File: config.mk
export PLATFORM = sky130hd
export DESIGN_NAME = register_32b
export DESIGN_NICKNAME = d
export VERILOG_FILES = /design/src/rtl/register_32b.sv
export SDC_FILE = /design/constraint.sdc
export NUM_CORES = 1
export LEC_CHECK = 0
export CAP_MARGIN = 20
export CELL_PAD_IN_SITES_DETAIL_PLACEMENT = 1
export CELL_PAD_IN_SITES_GLOBAL_PLACEMENT = 1
export CORE_MARGIN = 5
export CORE_UTILIZATION = 49
export CTS_BUF_LIST = sky130_fd_sc_hd__clkbuf_16
export CTS_CLUSTER_DIAMETER = 100
export CTS_CLUSTER_SIZE = 25
export DETAILED_ROUTE_END_ITERATION = 8
export DONT_BUFFER_PORTS = 1
export PLACE_DENSITY = 0.82
export SYNTH_ARGS = -nofsm -noshare
export SYNTH_HDL_FRONTEND = slang
export SYNTH_SLANG_ARGS = --single-unit
File: constraint.sdc
create_clock -name Clock -period 1.03 [get_ports Clock]
set_input_delay 0.0515 -clock Clock [delete_from_list [all_inputs] [get_ports Clock]]
set_output_delay 0.0515 -clock Clock [all_outputs]
set_load 0.1 [all_outputs]
File: src/rtl/register_32b.sv
// register_32b
//   WIDTH-bit D-type storage register with a load enable. This is the basic
//   state element for datapath registers such as register-file entries and
//   pipeline latches.
//
// Parameters
//   WIDTH        data width of D and Q, legal range 1..64
//   RESET_VALUE  value forced onto Q while Reset is low
//
// Ports
//   Clock  in   rising-edge clock
//   Reset  in   asynchronous, active-low reset (0 = held in reset)
//   D      in   WIDTH-bit data to capture
//   E      in   load enable, sampled on the rising edge of Clock
//   Q      out  stored value, driven straight from the flops
//
// Behaviour
//   Reset low forces Q to RESET_VALUE without waiting for a clock edge, and
//   keeps it there whatever Clock, E and D do. Releasing Reset leaves Q
//   unchanged. On a rising edge with E high, all WIDTH bits load from D
//   together. With E low, Q holds. Q has no combinational path from D or E.

module register_32b #(
  parameter int unsigned       WIDTH       = 32,
  parameter logic [WIDTH-1:0]  RESET_VALUE = '0
) (
  input  logic             Clock,
  input  logic             Reset,
  input  logic [WIDTH-1:0] D,
  input  logic             E,
  output logic [WIDTH-1:0] Q
);

  // Reset sits in the sensitivity list, so it takes effect immediately and
  // wins over a load on a coincident clock edge.
  always_ff @(posedge Clock or negedge Reset) begin
    if (!Reset) begin
      Q <= RESET_VALUE;
    end else if (E) begin
      Q <= D;
    end
  end

endmodule

==> summary.txt, run 1 <==
Logic synthesis
  – Post-Syn Instances: 68
  – Syn Area/Cell: 19.8 µm²
  – YS warnings: 0
  – Mapped Nets: 103
  – Post-synthesis sequential area ratio: 59.5%
  – Flops & latches, synth: 32
  – Synthesized cell area: 0.00135 mm²
  – Distinct cells, synth: 5

Clock tree
  – Root Driver: clkbuf_16
  – H-tree depth: 2
  – Post-CTS setup buffers: 0
  – Number of buffers created by CTS: 5
  – CTS sink count: 32
  – Max Root-Sink Buffers: 2
  – # hold bufs at CTS: 34
  – Post_cts resized: 32

Placement
  – Routability cong.: 0.635
  – # port buffers: 0
  – Detailed Place HPWL: 2130 µm

Floorplanning
  – Die Ht: 62.4 µm
  – Die Wd: 62.4 µm
  – Rows: 19
  – I/O Pins: 67
  – Initial Util: 50.1%

Outcome
  – Outcome: did not finish
  – Stopped at: clock tree synthesis (4_1_cts)
  – First Err: [ERROR DPL-0033] detailed placement checks failed during check placement.
cell usage after synthesis:
cell type,n,area share (%)
mux2_4,30,33
dfrtp_1,32,60
buf_6,1,0.84
buf_12,3,4.5
mux2_2,2,1.7
stage by stage:
stage / utilization (%) / hold slack [ns] / std cells / area [µm²] / setup WS (ns)
after global placement: 62.3 / -0.243 / 127 / 1670 / 0.191
after detailed placement: 62.3 / -0.243 / 127 / 1670 / 0.169
after floorplan: - / -0.244 / 68 / 1470 / 0.00317
cell families after synthesis:
kind of cell	share of synthesized area, %
buf+inv	5.30
flops	59.5
mux	35.2
==> run 2: changes to the inputs <==
- CELL_PAD_IN_SITES_DETAIL_PLACEMENT: 1 -> unset
- CELL_PAD_IN_SITES_GLOBAL_PLACEMENT: 1 -> unset
- CORE_UTILIZATION: 49 -> 34
- CTS_BUF_LIST: sky130_fd_sc_hd__clkbuf_16 -> unset
- CTS_CLUSTER_DIAMETER: 100 -> unset
- CTS_CLUSTER_SIZE: 25 -> unset
- PLACE_DENSITY: 0.82 -> unset
- PLACE_DENSITY_LB_ADDON: unset -> 0.15
==> run 2 against run 1 <==
The flow now finishes, with violations (hold timing). Synthesized area did not move. Synthesized cell count did not move.
==> summary.txt, run 2 <==
Outcome
  – Outcome: finished with violations
  – Failing checks: hold timing

Worst setup path
  – Crit path launch type: register
  – CP Capture Type: primary output
  – Critical Path AT: 0.96 ns
  – Critical path's top delay family: flip-flops
  – CP bufs+invs: 1
  – Crit Path Max Fanout: 2
  – CP cell instances: buf_8
  – Critical Path RT: 0.98 ns
  – Worst path max stage delay: 0.50 ns
  – Critical path class: reg2out
  – Slowest-stage cell, CP: dfrtp_4

Logic synthesis
  – Main synth FF type: dfrtp_1
  – EDFF count, synth: 0 (unchanged)
  – Post-synthesis sequential area ratio: 59.5% (unchanged)
  – Syn Area/Cell: 19.8 µm² (unchanged)
  – Mux cell area share after synthesis: 35.2% (unchanged)
  – Post-Syn Instances: 68 (unchanged)
  – Distinct cells, synth: 5 (unchanged)
  – Top cells by instance count after synthesis: 32 x dfrtp_1, 30 x mux2_4, 3 x buf_12, 2 x mux2_2, 1 x buf_6
  – Synth Area in Compound Gates: 0% (unchanged)
  – Synth top area share: 59.5% (unchanged)
  – Most common cell in the netlist: dfrtp_1
  – Post-Synth XOR/XNOR Area: 0% (unchanged)
  – Main combinational cell family by area after synthesis: multiplexers
  – Post-Synth Simple-Gate Area: 0% (unchanged)
  – Largest area contributor in the netlist: dfrtp_1
  – Post-synthesis adder-cell area fraction: 0% (unchanged)
  – YS warnings: 0 (unchanged)
  – Synthesized cell area: 0.00135 mm² (unchanged)
  – Mapped Nets: 103 (unchanged)
  – Flops & latches, synth: 32 (unchanged)
  – Top cells by area, synth: dfrtp_1 60%, mux2_4 33%, buf_12 4.5%
  – Synth async-reset ratio: 100% (unchanged)

GRT
  – Total track usage: 12.4%
  – Vias in the first global route: 947
  – First-pass GRT wire length: 4820 µm
  – Largest net degree at the start of global routing: 33
  – Initial antenna violation count: 0
  – GR Overflow Total: 0

Detailed routing
  – Met3 wire length: 299 µm
  – Met2 wire len: 1680 µm
  – Total wire length: 3270 µm
  – Drt via density: 4.44
  – DR DRC count: 0
  – Detail Route Antenna Nets: 0
  – Detailed Routing Iterations Pass 1: 3
  – Top Metal Used: met4
  – Metal-1 WL: 1250 µm
  – Wirelength per Cell: 17.6 µm
  – Number of DRC markers in iteration 0: 17
  – DR vias: 822

Hold path
  – Hold Crit Class: in2reg

Clock tree
  – Max Root-Sink Buffers: 2 (unchanged)
  – H-tree depth: 2 (unchanged)
  – Root Driver: clkbuf_8
  – CTS sink count: 32 (unchanged)
  – # hold bufs at CTS: 34 (unchanged)
  – CTS tree: yes
  – Post-CTS setup buffers: 0 (unchanged)
  – Number of buffers created by CTS: 5 (unchanged)
  – Clk_lat worst skew: 0.28 ns
  – Clock input transition at the sequential cells of the worst setup and hold paths: 0.07 ns

STA
  – Post-layout min period: 1.01 ns
  – Tcrit/Tclk final: 98.3%
  – Slew Limit Headroom: 86.3%
  – Slew Viols, Final: 0
  – Worst Hold Slack: -0.0732 ns
  – Hold Vio Cnt, Final: 32
  – Max Freq: 988 MHz
  – Final TNS setup: 0 ns
  – Worst Tran Pin Value: 0.207 ns
  – Setup violators final: 0
  – Worst clock skew: 0 ns
  – Unrepaired setup endpoints after global routing: true

Cells and area
  – Nets: 172
  – Layout area overhead: 78.7%
  – # fillers: 274
  – Regs by FF count: Q: 32 flops
  – # diodes: 0
  – Most flop-heavy register: Q
  – Most frequent cells in the layout: 33 x dlygate4sd3_1, 32 x dfrtp_4, 30 x mux2_4, 13 x buf_12
  – Final core utilization: 64.2%
  – Max reg flops: 32
  – Fraction of final layout cells sized beyond drive strength 1: 75.9%
  – Commonest non-fill, non-tap cell in the layout: dlygate4sd3_1

Power
  – Peak VDD IR: 1.08 mV
  – PwrDens: 1810 mW/mm²
  – Leakage Power: 1.04 nW

Placement
  – # port buffers: 0 (unchanged)
  – Routability cong.: 0.712 (+12%)
  – Detailed Place HPWL: 1960 µm (-8.0%)

Floorplanning
  – Die Area: 0.00531 mm²
  – Die Ht: 72.9 µm (+17%)
  – Die Wd: 72.9 µm (+17%)
  – Core box area: 0.00374 mm²
  – Initial Util: 35.9% (-14 points)
  – I/O Pins: 67 (unchanged)
  – Rows: 22 (+3)

Job
  – Maximum capacitance violations: 0
==> run 2: cell counts after synthesis <==
Identical to the previous run, type by type.
==> run 2: where the power goes <==
| part | total (mW) | switching [mW] | internal, mW |
|---|---|---|---|
| logic | 1.73 | 1.09 | 0.637 |
| registers | 1.59 | 0.126 | 1.47 |
| clock network | 1.03 | 0.440 | 0.594 |
| total | 4.36 | 1.66 | 2.70 |
==> run 2: area by class of cell <==
type | count | area, µm² | share of cell area [%]
Clock buffer | 7 | 96.3 | 4.01
Multi-Input combinational cell | 32 | 473 | 19.7
Sequential cell | 32 | 921 | 38.3
Tap cell | 48 | 60.1 | 2.50
Timing Repair Buffer | 66 | 853 | 35.5
==> run 2: through the flow <==
stage          worst slack (ns)  total power, mW  instances  cell area (µm²)  hold WS, ns
2_1_floorplan           0.00317             2.76         68             1470       -0.244
3_3_place_gp              0.188             2.94        144             1690       -0.243
3_5_place_dp              0.172             2.95        144             1690       -0.243
4_1_cts                 0.00902             4.25        185             2260      -0.0837
5_1_grt                 -0.0189             4.53        185             2400      -0.0895
6_report                 0.0179             4.36        185             2400      -0.0732
==> run 2: layer usage <==
metal,up-vias,track usage (%)
li1,369,-
met1,410,13.7
met2,38,20.8
met3,5,5.92
met4,0,4.30
met5,-,0
==> run 2: cell families (layout without fill, tap and decap cells) <==
kind of cell	count (synthesis)	count (layout)
buffers and inverters	4	73
DFF	32	32
muxes	32	32
==> run 2: worst paths after layout <==
| kind | start | end | slack [ns] | depth (start not counted) |
|---|---|---|---|---|
| min reg2reg | Q[7] | Q[7] | 0.57 | 1 |
| max in group asynchronous | Reset | Q[14] | 0.62 | 2 |
| min in group asynchronous | Reset | Q[23] | 0.21 | 2 |
| max | Q[21] | Q[21] | 0.02 | 1 |
| min | E | Q[31] | -0.07 | 1 |
| max reg2reg | Q[21] | Q[21] | 0.13 | 1 |
==> run 2: repair_timing <==
item | 4_1_cts | 5_1_grt
setup endpoints to repair | 32 | 22
hold endpoints to repair | 64 | 32
cloned | 0 | 0
gates resized for setup | 32 | 34
No activity file was read; power rests on OpenSTA's default activity.
==> run 3: changes to the inputs <==
- SETUP_SLACK_MARGIN: unset -> 0.2
==> run 3 against run 2 <==
Critical path depth unchanged. Sequential share of layout area is 1.7 points lower. The flow still finishes with violations (hold timing). Largest power group unchanged. Setup slack better by 0.0059 ns. Sequential power is essentially flat. Clock power about the same. Highest routed layer unchanged. Count of clock-buffer cells in the layout unchanged. Non-clock buffer count is 2 lower. Maximum frequency up 0.59%. Final cell count down 1.1%. Combinational power increased by 5%. Largest cell class is now non-clock buffers. Worst hold slack lost 0.47 ns. Via count fell by 3.2%.
==> summary.txt, run 3 (synthesized netlist as in run 2, its figures left out) <==
STA
  – Hold Vio Cnt, Final: 64 (+100%)
  – Worst Tran Pin Value: 0.0890 ns (-0.118 ns)
  – Worst Hold Slack: -0.539 ns (-0.466 ns)
  – Slew Viols, Final: 0 (unchanged)
  – Setup violators final: 0 (unchanged)
  – Slew Limit Headroom: 94.0% (+7.8 points)
  – Worst clock skew: 0 ns (unchanged)
  – Final TNS setup: 0 ns (unchanged)
  – Max Freq: 994 MHz (+0.59%)
  – Post-layout min period: 1.01 ns (-0.00593 ns)
  – Unrepaired setup endpoints after global routing: true
  – Tcrit/Tclk final: 97.7% (-0.58 points)

Detailed routing
  – DR vias: 796 (-3.2%)
  – Top Metal Used: met4
  – Met2 wire len: 1700 µm (+1.3%)
  – DR DRC count: 0 (unchanged)
  – Detail Route Antenna Nets: 0 (unchanged)
  – Metal-1 WL: 1250 µm (about the same)
  – Drt via density: 4.35 (-2.1%)
  – Total wire length: 3270 µm (+0.15%)
  – Wirelength per Cell: 17.9 µm (+1.2%)
  – Met3 wire length: 292 µm (-2.3%)
  – Detailed Routing Iterations Pass 1: 4 (+1)
  – Number of DRC markers in iteration 0: 31 (+14)

Power
  – Peak VDD IR: 0.991 mV (-8.4%)
  – Sw Share: 37.0% (-1.0 points)
  – Clk network pwr share: 23.1% (-0.7 points)
  – Gate power share: 40.8% (+1.1 points)
  – Leakage Power: 1.09 nW (+4.2%)
  – Sequential share of power: 36.2% (-0.4 points)
  – Int Power: 2.81 mW (+4.3%)
  – NetSw: 1.65 mW (-0.28%)
  – PwrDens: 1780 mW/mm² (-2.0%)

Worst setup path
  – Critical path class: reg2out
  – CP bufs+invs: 1 (unchanged)
  – Critical Path AT: 0.95 ns (about the same)
  – Critical path's top delay family: flip-flops
  – Crit Path Max Fanout: 2 (unchanged)
  – CP cell instances: buf_12
  – Slowest-stage cell, CP: dfrtp_4
  – Crit path launch type: register
  – Critical Path RT: 0.98 ns (about the same)
  – Worst path max stage delay: 0.50 ns (about the same)
  – CP Capture Type: primary output

Job
  – Maximum capacitance violations: 0 (unchanged)

Cells and area
  – Most flop-heavy register: Q
  – Fin area: 0.00251 mm² (+4.6%)
  – Regs by FF count: Q: 32 flops
  – Fraction of final layout cells sized beyond drive strength 1: 76.3% (+0.38 points)
  – Final core utilization: 67.2% (+3.0 points)
  – Nets: 170 (-1.2%)
  – Layout area overhead: 87.0%
  – Most frequent cells in the layout: 32 x dfrtp_4, 32 x dlygate4sd3_1, 32 x buf_12, 31 x mux2_4, 7 x clkbuf_8
  – Max reg flops: 32 (unchanged)
  – # diodes: 0 (unchanged)

Placement
  – # port buffers: 0 (unchanged)
  – Post-DP Area: 0.00169 mm² (unchanged)
  – Routability cong.: 0.712 (unchanged)
  – Detailed Place HPWL: 1960 µm (unchanged)

Floorplanning
  – Die Wd: 72.9 µm (unchanged)
  – Die Ht: 72.9 µm (unchanged)
  – Initial Util: 35.9% (unchanged)
  – I/O Pins: 67 (unchanged)
  – Core box area: 0.00374 mm² (unchanged)
  – Die Area: 0.00531 mm² (unchanged)
  – Rows: 22 (unchanged)

Clock tree
  – CTS sink count: 32 (unchanged)
  – Root Driver: clkbuf_8
  – # hold bufs at CTS: 32 (-5.9%)
  – Clock input transition at the sequential cells of the worst setup and hold paths: 0.06 ns (about the same)
  – Post-CTS setup buffers: 0 (unchanged)
  – CTS tree: yes
  – H-tree depth: 2 (unchanged)
  – Clk_lat worst skew: 0.27 ns (about the same)
  – Number of buffers created by CTS: 5 (unchanged)
  – Max Root-Sink Buffers: 2 (unchanged)

Hold path
  – Hold Crit Class: in2async

GRT
  – GR Overflow Total: 0 (unchanged)
  – Vias in the first global route: 971 (+2.5%)
  – Largest net degree at the start of global routing: 33 (unchanged)
  – Total track usage: 13.1% (+0.70 points)
  – First-pass GRT wire length: 5090 µm (+5.6%)
  – Initial antenna violation count: 0 (unchanged)

Outcome
  – Outcome: finished with violations
  – Failing checks: hold timing
run 3: changes by cell type in the layout (fill, tap and decap cells not counted):
cell / previous run / this run
buf_6: 10 / 0
dlygate4sd3_1: 33 / 32
buf_12: 13 / 32
mux2_2: 2 / 1
buf_8: 10 / 0
mux2_4: 30 / 31
run 3: per-layer routing:
metal  vias up  GRT usage [%]
met5         -              0
met4         0           4.30
met3         4           6.34
met2        38           22.6
met1       390           14.0
li1        364              -
run 3: power groups by stage:
stage                     combinational, mW  sequential [mW]  clock [mW]
after global placement                 1.38             1.56           0
after global routing                   1.86             1.63        1.14
final                                  1.82             1.62        1.03
after detailed placement               1.39             1.56           0
after floorplan                       0.257             2.51           0
after CTS                              1.82             1.61        1.07
run 3: what timing repair did:
item | in CTS | in global routing
setup endpoints to repair | 64 | 64
endpoints found under the hold margin | 64 | 64
gates resized for setup | 96 | 1
run 3: stage by stage:
step | cells | hold slack (ns) | setup WS [ns] | power, mW
2_1_floorplan | 68 | -0.244 | 0.00317 | 2.76
3_3_place_gp | 144 | -0.243 | 0.188 | 2.94
3_5_place_dp | 144 | -0.243 | 0.172 | 2.95
4_1_cts | 183 | -0.553 | 0.0130 | 4.50
5_1_grt | 183 | -0.567 | -0.0112 | 4.63
6_report | 183 | -0.539 | 0.0238 | 4.47
run 3: cell type report:
cell class | instances | area (µm²)
clock buffers | 7 | 96.3
fillers | 261 | 1230
multi-input cells | 32 | 477
flip-flops and latches | 32 | 921
well taps | 48 | 60.1
repair buffers | 64 | 961
run 3: worst paths after layout:
check                      cells past startpoint  endpoint   from  slack, ns
setup / recovery                               1     Q[20]  Q[20]       0.02
hold / removal                                 0     Q[23]  Reset      -0.54
setup reg to reg                               1      Q[7]   Q[7]       0.14
hold reg to reg                                1     Q[30]  Q[30]       0.59
max in group asynchronous                      0      Q[3]  Reset       1.48
min in group Clock                             1     Q[31]      E      -0.07
